==> config.mk <==
export PLATFORM = sky130hd
export DESIGN_NAME = green_square_renderer
export DESIGN_NICKNAME = d
export VERILOG_FILES = /design/src/rtl/green_square_renderer_pkg.sv /design/src/rtl/green_square_renderer_pixel_index_to_xy.sv /design/src/rtl/green_square_renderer.sv
export SDC_FILE = /design/constraint.sdc
export NUM_CORES = 1
export LEC_CHECK = 0
export ABC_AREA = 0
export BUFFER_PORTS_ARGS = -buffer_cell sky130_fd_sc_hd__buf_2
export CAP_MARGIN = 20
export CORE_MARGIN = 4
export CORE_UTILIZATION = 44
export CTS_BUF_LIST = sky130_fd_sc_hd__clkbuf_16
export DETAILED_ROUTE_END_ITERATION = 6
export GPL_ROUTABILITY_DRIVEN = 0
export GPL_TIMING_DRIVEN = 0
export HOLD_SLACK_MARGIN = 0.08
export PLACE_DENSITY = 0.68
export SYNTH_ARGS = -nofsm -noshare
export SYNTH_HDL_FRONTEND = slang
export SYNTH_SLANG_ARGS = --single-unit
==> constraint.sdc <==
create_clock -name clock_25Mhz -period 2 [get_ports clock_25Mhz]
set_input_delay 0.2 -clock clock_25Mhz [delete_from_list [all_inputs] [get_ports clock_25Mhz]]
set_output_delay 0.2 -clock clock_25Mhz [all_outputs]
set_load 0.005 [all_outputs]
==> src/rtl/green_square_renderer_pkg.sv <==
`default_nettype none
//==============================================================================
// Module      : green_square_renderer_pkg
// Description : Shared display geometry, colours, obstacle bounds and renderer
//               state encoding. The obstacle bounds are also used by the
//               square movement logic so both ends agree on one definition.
// Revision    : 1.0 - initial release
//==============================================================================
package green_square_renderer_pkg;

    // Display geometry
    localparam int WIDTH  = 96;
    localparam int HEIGHT = 64;

    // RGB565 colours
    localparam logic [15:0] COL_BLACK  = 16'h0000;
    localparam logic [15:0] COL_WHITE  = 16'hFFFF;
    localparam logic [15:0] COL_GREEN  = 16'h07E0;
    localparam logic [15:0] COL_YELLOW = 16'hFFE0;

    // Obstacle occupies columns OBS_X0..WIDTH-1 and rows 0..OBS_Y1-1
    localparam int OBS_X0 = 65;
    localparam int OBS_Y1 = 30;

    // Renderer state encoding
    localparam logic [1:0] ST_IDLE   = 2'd0;
    localparam logic [1:0] ST_ACTIVE = 2'd1;
    localparam logic [1:0] ST_FLASH  = 2'd2;

    // Decoded pixel coordinate; valid is low for indices beyond the panel
    typedef struct packed {
        logic [6:0] col;
        logic [5:0] row;
        logic       valid;
    } pixel_xy_t;

    // Square touches the obstacle: right edge reaches the obstacle's first
    // column while the top row is at or above the obstacle's bottom edge.
    // Done in 8 bits so x + size can never wrap.
    function automatic logic in_contact(
        input logic [6:0] x,
        input logic [5:0] y,
        input int         sq_size,
        input int         obs_x0,
        input int         obs_y1
    );
        logic [7:0] right_edge;
        right_edge = {1'b0, x} + 8'(sq_size);
        return (right_edge >= 8'(obs_x0)) && ({2'b00, y} <= 8'(obs_y1));
    endfunction

endpackage
`default_nettype wire

==> src/rtl/green_square_renderer_pixel_index_to_xy.sv <==
`default_nettype none
//==============================================================================
// Module      : pixel_index_to_xy
// Description : Registered conversion of a linear OLED pixel index into
//               (column, row), with a valid flag for out-of-panel indices.
// Revision    : 1.0 - initial release
//==============================================================================
module pixel_index_to_xy
    import green_square_renderer_pkg::*;
#(
    parameter int WIDTH  = 96,
    parameter int HEIGHT = 64
) (
    input  logic        clock_25Mhz,
    input  logic        reset,
    input  logic [12:0] pixel_index,
    output pixel_xy_t   xy
);

    // Divide by the constant panel width; index beyond the panel is flagged
    always_ff @(posedge clock_25Mhz) begin
        if (reset) begin
            xy <= '0;
        end else begin
            xy.col   <= 7'(pixel_index % 13'(WIDTH));
            xy.row   <= 6'(pixel_index / 13'(WIDTH));
            xy.valid <= (pixel_index < 13'(WIDTH * HEIGHT));
        end
    end

endmodule
`default_nettype wire

==> src/rtl/green_square_renderer.sv <==
`default_nettype none
//==============================================================================
// Module      : green_square_renderer
// Description : Renders a green square over a white obstacle on a black
//               background in RGB565. Square position is snapshotted on
//               frame_begin so a frame never tears; a frame-counted yellow
//               flash runs while the square touches the obstacle.
//               Output latency is two cycles with no bubbles.
// Revision    : 1.0 - initial release
//==============================================================================
module green_square_renderer
    import green_square_renderer_pkg::*;
#(
    parameter int WIDTH        = green_square_renderer_pkg::WIDTH,
    parameter int HEIGHT       = green_square_renderer_pkg::HEIGHT,
    parameter int SQ_SIZE      = 9,
    parameter int OBS_X0       = green_square_renderer_pkg::OBS_X0,
    parameter int OBS_Y1       = green_square_renderer_pkg::OBS_Y1,
    parameter int FLASH_FRAMES = 8
) (
    input  logic        clock_25Mhz,
    input  logic        reset,
    input  logic        switch,
    input  logic        frame_begin,
    input  logic [12:0] pixel_index,
    input  logic [6:0]  current_x,
    input  logic [5:0]  current_y,
    output logic [15:0] pixel_data,
    output logic        flashing
);

    localparam int               c_CNT_W       = $clog2(2 * FLASH_FRAMES);
    localparam logic [c_CNT_W-1:0] c_CNT_LAST  = c_CNT_W'(2 * FLASH_FRAMES - 1);
    localparam logic [c_CNT_W-1:0] c_CNT_ONE   = c_CNT_W'(1);
    localparam logic [5:0]       c_SHADOW_Y_RST = 6'd54;

    logic [1:0]         r_state;
    logic [c_CNT_W-1:0] r_frame_cnt;
    logic [6:0]         r_shadow_x;
    logic [5:0]         r_shadow_y;
    pixel_xy_t          w_xy;

    logic       w_contact;
    logic       w_flash_on;
    logic       w_in_square;
    logic       w_in_obstacle;
    logic [7:0] w_col8;
    logic [7:0] w_row8;
    logic [7:0] w_sx8;
    logic [7:0] w_sy8;
    logic [15:0] w_colour;

    // Stage 1: index -> (col, row)
    pixel_index_to_xy #(
        .WIDTH  (WIDTH),
        .HEIGHT (HEIGHT)
    ) u_index_to_xy (
        .clock_25Mhz (clock_25Mhz),
        .reset       (reset),
        .pixel_index (pixel_index),
        .xy          (w_xy)
    );

    // Contact is judged on the position being latched at this frame start
    assign w_contact = in_contact(current_x, current_y, SQ_SIZE, OBS_X0, OBS_Y1);

    // Snapshot the square position once per frame
    always_ff @(posedge clock_25Mhz) begin
        if (reset) begin
            r_shadow_x <= 7'd0;
            r_shadow_y <= c_SHADOW_Y_RST;
        end else if (frame_begin) begin
            r_shadow_x <= current_x;
            r_shadow_y <= current_y;
        end
    end

    // Frame-paced state machine; a low switch forces IDLE immediately
    always_ff @(posedge clock_25Mhz) begin
        if (reset) begin
            r_state     <= ST_IDLE;
            r_frame_cnt <= '0;
        end else if (!switch) begin
            r_state     <= ST_IDLE;
            r_frame_cnt <= '0;
        end else if (frame_begin) begin
            case (r_state)
                ST_IDLE: begin
                    r_state     <= ST_ACTIVE;
                    r_frame_cnt <= '0;
                end
                ST_ACTIVE: begin
                    if (w_contact) begin
                        r_state     <= ST_FLASH;
                        r_frame_cnt <= '0;
                    end
                end
                ST_FLASH: begin
                    if (!w_contact) begin
                        r_state     <= ST_ACTIVE;
                        r_frame_cnt <= '0;
                    end else if (r_frame_cnt == c_CNT_LAST) begin
                        r_frame_cnt <= '0;
                    end else begin
                        r_frame_cnt <= r_frame_cnt + c_CNT_ONE;
                    end
                end
                default: begin
                    r_state     <= ST_IDLE;
                    r_frame_cnt <= '0;
                end
            endcase
        end
    end

    // Stage-2 geometry in 8 bits so shadow + size cannot wrap
    always_comb begin
        w_col8        = {1'b0, w_xy.col};
        w_row8        = {2'b00, w_xy.row};
        w_sx8         = {1'b0, r_shadow_x};
        w_sy8         = {2'b00, r_shadow_y};
        w_in_square   = (w_col8 >= w_sx8) && (w_col8 < w_sx8 + 8'(SQ_SIZE)) &&
                        (w_row8 >= w_sy8) && (w_row8 < w_sy8 + 8'(SQ_SIZE));
        w_in_obstacle = (w_col8 >= 8'(OBS_X0)) && (w_row8 < 8'(OBS_Y1));
        w_flash_on    = (r_state == ST_FLASH) && (int'(r_frame_cnt) < FLASH_FRAMES);
        w_colour      = COL_BLACK;
        if (w_in_square) begin
            w_colour = w_flash_on ? COL_YELLOW : COL_GREEN;
        end else if (w_in_obstacle) begin
            w_colour = COL_WHITE;
        end
    end

    // Stage 2: register the colour, blanked when idle, disabled or off-panel
    always_ff @(posedge clock_25Mhz) begin
        if (reset) begin
            pixel_data <= COL_BLACK;
        end else if (!switch || (r_state == ST_IDLE) || !w_xy.valid) begin
            pixel_data <= COL_BLACK;
        end else begin
            pixel_data <= w_colour;
        end
    end

    assign flashing = (r_state == ST_FLASH);

endmodule
`default_nettype wire

**Word-level counts from Yosys, hierarchy flattened**

Index checks and enable logic that the tools add are counted.

- Register bits: 49
- Latch bits: 0
- RAM bits: 0
- ROM bits: 0
- Bits of input ports: 30
- Output and inout bits: 17
- Logic and storage cells: 55
- Memories: 0

- $add $sub $neg: 4
- Multiply operators: 0
- Divide/modulo/power cells: 2
- Order comparisons: 10
- Equality and inequality tests: 5
- Shift-type cells: 0
- Muxes and demuxes: 10
- Bitwise gates (word level): 1
- Reduce and logical (&&, ||, !) cells: 15

Operators by type and width:

| kind | number |
|---|---|
| $mux 16 | 3 |
| $add 7x4->8 const B | 2 |
| $div 13x7->13 const B | 1 |
| $lt 13x13->1 const B | 1 |
| $mod 13x7->13 const B | 1 |
| $mux 4 | 3 |
| $ge 8x7->1 const B | 1 |
| $lt 7x8->1 | 1 |
| $pmux 4 s2 | 1 |
| $add 6x4->7 const B | 1 |
| $ge 7x7->1 | 1 |
| $ge 7x7->1 const B | 1 |
| $lt 6x7->1 | 1 |
| $ge 6x6->1 | 1 |
| $le 6x5->1 const B | 1 |
| $logic_and 1x1->1 | 6 |
| $lt 6x5->1 const B | 1 |
| $pmux 2 s3 | 1 |
| $add 4x1->4 const B | 1 |
| $eq 4x4->1 const B | 1 |
| $lt 4x4->1 const B | 1 |
| $mux 2 | 2 |
| $ne 2x2->1 const B | 2 |
| $reduce_or 2->1 | 2 |
| other kinds (8) | 10 |

**Depth between registers and ports, before layout**

- Depth after elaboration: 6
- Depth in mapped cells: 11
- Depth with buffers taken out: 11

**By module**

Synthesis repeated with hierarchy kept, for this count alone.

- Cells, all modules: 332
- Area, all modules: 2758.9 um^2

By module, submodules not included:

| module | times used | cells an instance | area each (um^2) | seq. area each (um^2) |
|---|---|---|---|---|
| green_square_renderer | 1 | 209 | 1770.4 | 440.4 |
| pixel_index_to_xy | 1 | 123 | 988.4 | 280.3 |

**Least setup slack after synthesis**

No wires, ideal clock.

- Path kind: reg2reg
- Start point: reg r_shadow_x[0]
- End point: reg pixel_data[14]
- Library setup time: 75 ps
- Arrival: 2099 ps
- Required time: 1925 ps
- Slack: -173 ps
- Cell stages (with the launch flop): 11
- Path buffers: 0
- Clock period less this slack: 2173 ps
- Path through: dfxtp_1 ha_1 a21oi_1 xnor2_1 ha_1 a21o_1 a211oi_1 a21oi_1 nor4_2 nand2_1 o22ai_1

- Word-level cells in the longest chain between the ends: 6
- Elaborated cells between the ends (all ways): 7
- Classes of those cells: add/sub: 1; order compare: 2; mux: 1; reduce/logical: 3

RTL lines:

| element | RTL line | text |
|---|---|---|
| from (decl) | green_square_renderer.sv:39 | `logic [6:0] r_shadow_x;` |
| from (signal assigned) | green_square_renderer.sv:73 | `r_shadow_x <= current_x;` |
| $add 7x4->8 | green_square_renderer.sv:122 | `w_in_square = (w_col8 >= w_sx8) && (w_col8 < w_sx8 + 8'(SQ_SIZE)) &&` |
| $lt 7x8->1 | green_square_renderer.sv:122 |  |
| $logic_and 1x1->1 (*) (2 in series) | green_square_renderer.sv:122 |  |
| $logic_and 1x1->1 (*) | green_square_renderer.sv:123 | `(w_row8 >= w_sy8) && (w_row8 < w_sy8 + 8'(SQ_SIZE));` |
| $mux 16 (*) | green_square_renderer.sv:127 | `if (w_in_square) begin` |
| to (signal assigned) | green_square_renderer.sv:141 | `pixel_data <= w_colour;` |
| to (decl) | green_square_renderer.sv:28 | `output logic [15:0] pixel_data,` |

Every way passes the cells marked *; elsewhere a longest branch is shown, timed or not.
A chain may end at the register's enable or synchronous reset.

**Worst setup path after layout**

Same ends and word-level chain as after synthesis.

==> run summary <==
Layout Skew = 0.00229 ns
status = complete, but fails checks
Yosys reg bits = 36
Fin. Hold Viols = 0
number of buffers created by CTS = 5
DRT antenna net count = 0
critical path required time = 2.16 ns
Routed WL = 6320 µm
area share of the largest cell type after synthesis = 0.262
die width = 87.1 µm
vias in the first global route = 2295
main area contributors after synthesis = dfxtp_1, ha_1, buf_4, nor2_1, a21oi_1
WP data arrival = 2.42 ns
Buf/Inv on CP = 1
most frequent cells in the layout = buf_2, dfxtp_1, nor2_1
CORE AREA = 0.00599 mm²
Max Clock Freq = 0.444 GHz
sequential area share after synthesis = 0.262
nets = 442
slew margin rel. = 0.476
top_reg_cell synth = dfxtp_1
DIE AREA = 0.00759 mm²
Final Max Tran Viols = 0
RR Startpoint = r_shadow_x[0]
routed wire length per instance = 13.8 µm
Post-DP Area = 0.00308 mm²
syn_nets = 385
All-Layer GR Usage = 0.170
most common cell after layout, fill and taps aside = buf_2
crit-path leading delay family = compound AO/OA/AOI/OAI gates
CTS Sinks = 36
Yosys top cell by area = dfxtp_1
Slew @ Worst Pin = 0.786 ns
critical path's slowest cell = dfxtp_4
Die Ht = 87.1 µm
Worst Hold Class = input port to register
EDFF count, synth = 0
Crit. End Element = register
RSZ-0062 raised after global routing = yes
Tot Pwr = 2.08 mW
failing checks = setup timing
Max Cap Viol = 0
worst-path maximum fanout = 4
Total Neg Setup Slack = -0.650 ns
final cell count without fillers = 459
share of cells above drive strength 1 = 0.307
H-tree Lvls = 2
Inst Count DP = 444
Cell Area, Synth = 0.00275 mm²
Worst VDD drop = 0.000400 V
DRC viols = 0
clk buf depth = 2
final setup fails = 3
# IOs = 47
hold path startpoint = pixel_index[1]
Initial Util = 0.459
CP Class = register to register
slowest stage delay, CP = 0.36 ns
critical path, cell by cell = ha_4 > a21oi_4 > xnor2_1 > ha_1 > a21o_1 > a211oi_2 > a21oi_2 > nor4_2 > buf_4 > o22ai_2
Diodes inserted = 0
Final Cycle Share = 1.13
DR vias = 2476
CTS tree = yes
Synth Warn # = 0
Power Dens Cells = 617 mW/mm²
1st-iter DRT viols = 107
post-layout minimum cycle time = 2.25 ns
Pleak = 1.49 nW
CP startpoint kind = register
antenna violations before repair = 0
CTS clk-pin slew, worst paths = 0.06 ns
Post-Synthesis Cells = 326
synthesized area per cell = 8.44 µm²
first-pass GRT wire length = 10400 µm
largest net degree at the start of global routing = 14
dpl hpwl = 4700 µm
first-pass iteration count of the detailed router = 4
CP Launch Point = r_shadow_x[0]
Via density = 5.39
Async SR Flop Fraction = 0
clk root buf = clkbuf_16
std cell rows = 28
grt ovf = 0
later-pin clock latency in the skew report = 0.28 ns
final worst slack = -0.254 ns
area delta synth->final = 22.4%
Finished Cell Area = 0.00337 mm²
Netlist cell types = 63
Port Buf Inserts = 43
[routing by layer]
layer	track usage	vias to the layer above	routed length [µm]
met5	0	-	0
met1	0.207	1139	2800
met4	0.0488	0	140
met2	0.304	61	3070
li1	-	1263	-
met3	0.0293	13	310
[metrics by stage]
stage               worst slack (ns)  hold WS, ns   util
floorplan                    0.00148        0.272      -
global placement              -0.170        0.410  0.514
detailed placement            -0.189        0.419  0.514
CTS                           -0.122        0.130  0.559
global route                  -0.359        0.125  0.562
finish                        -0.254        0.128  0.562
[power by group]
part | total [mW] | leakage (nW) | internal [mW] | switching (mW)
Sequential | 0.800 | 0.299 | 0.758 | 0.0417
Clock | 0.773 | 0.0660 | 0.463 | 0.311
Combinational | 0.506 | 1.13 | 0.237 | 0.269
[logic make-up (layout without fill, tap and decap cells)]
logic type,Yosys count,in the layout,synth area share
adder cells (fa/ha/maj),29,29,0.132
buffers and inverters,49,107,0.0968
multiplexers,10,10,0.0364
XOR/XNOR,13,13,0.0414
AO/OA/AOI/OAI,84,84,0.219
flip-flops,36,36,0.262
AND/OR/NAND/NOR,105,105,0.213
[cell usage after synthesis (3+ instances only)]
library cell / n
nand2_1: 22
buf_1: 3
xnor2_1: 11
o21ai_0: 12
mux2i_1: 10
dfxtp_1: 36
nor3_1: 4
buf_4: 14
ha_1: 29
buf_6: 3
a21boi_0: 3
a211oi_1: 3
o21ai_1: 3
o211ai_1: 7
o21a_1: 4
nor2_1: 28
a31oi_1: 5
a21oi_1: 20
inv_1: 21
nor2b_1: 14
and3_1: 4
nand2b_1: 7
a21o_1: 3
buf_2: 6
[worst reg2reg max path, delay by kind of cell, from the launching register on]
family                   cells  cell delay (ns)
adder cells (fa/ha/maj)      2             0.48
XOR/XNOR                     1             0.09
AO/OA/AOI/OAI                5             0.73
AND/OR/NAND/NOR              1             0.29
buffers and inverters        1             0.18
flip-flops                   1             0.36
[flip-flops by register name, indices dropped and copies added, names as in the netlist]
| name | count |
|---|---|
| u_index_to_xy.xy | 14 |
| r_shadow_x | 7 |
| r_shadow_y | 6 |
| r_frame_cnt | 4 |
| pixel_data | 3 |
| r_state | 2 |
[area by class of cell]
| class | instances | area (µm²) |
|---|---|---|
| flip-flops and latches | 36 | 734 |
| clock buffers | 5 | 125 |
| multi-input cells | 241 | 1860 |
| inverters | 21 | 78.8 |
| clock inverters | 3 | 23.8 |
| repair buffers | 50 | 268 |
| fillers | 517 | 2620 |
| well taps | 75 | 93.8 |
| plain buffers | 28 | 188 |
[worst paths after layout]
kind | to | slack (ns) | cells past startpoint
min | u_index_to_xy.xy[8] | 0.13 | 2
min reg2reg | r_frame_cnt[1] | 0.48 | 2
max reg2reg | pixel_data[14] | -0.25 | 10
max | pixel_data[14] | -0.25 | 10
[timing repair]
| item | in CTS | in global routing |
|---|---|---|
| resized for setup | 17 | 4 |
| buffers inserted | 7 | 0 |
| hold buffers | 0 | 0 |
| pin swaps | 15 | 5 |
| gates cloned | 0 | 0 |
| hold endpoints to repair | 0 | 0 |
| setup endpoints to repair | 3 | 3 |
Power figures use the tool's default switching activity.
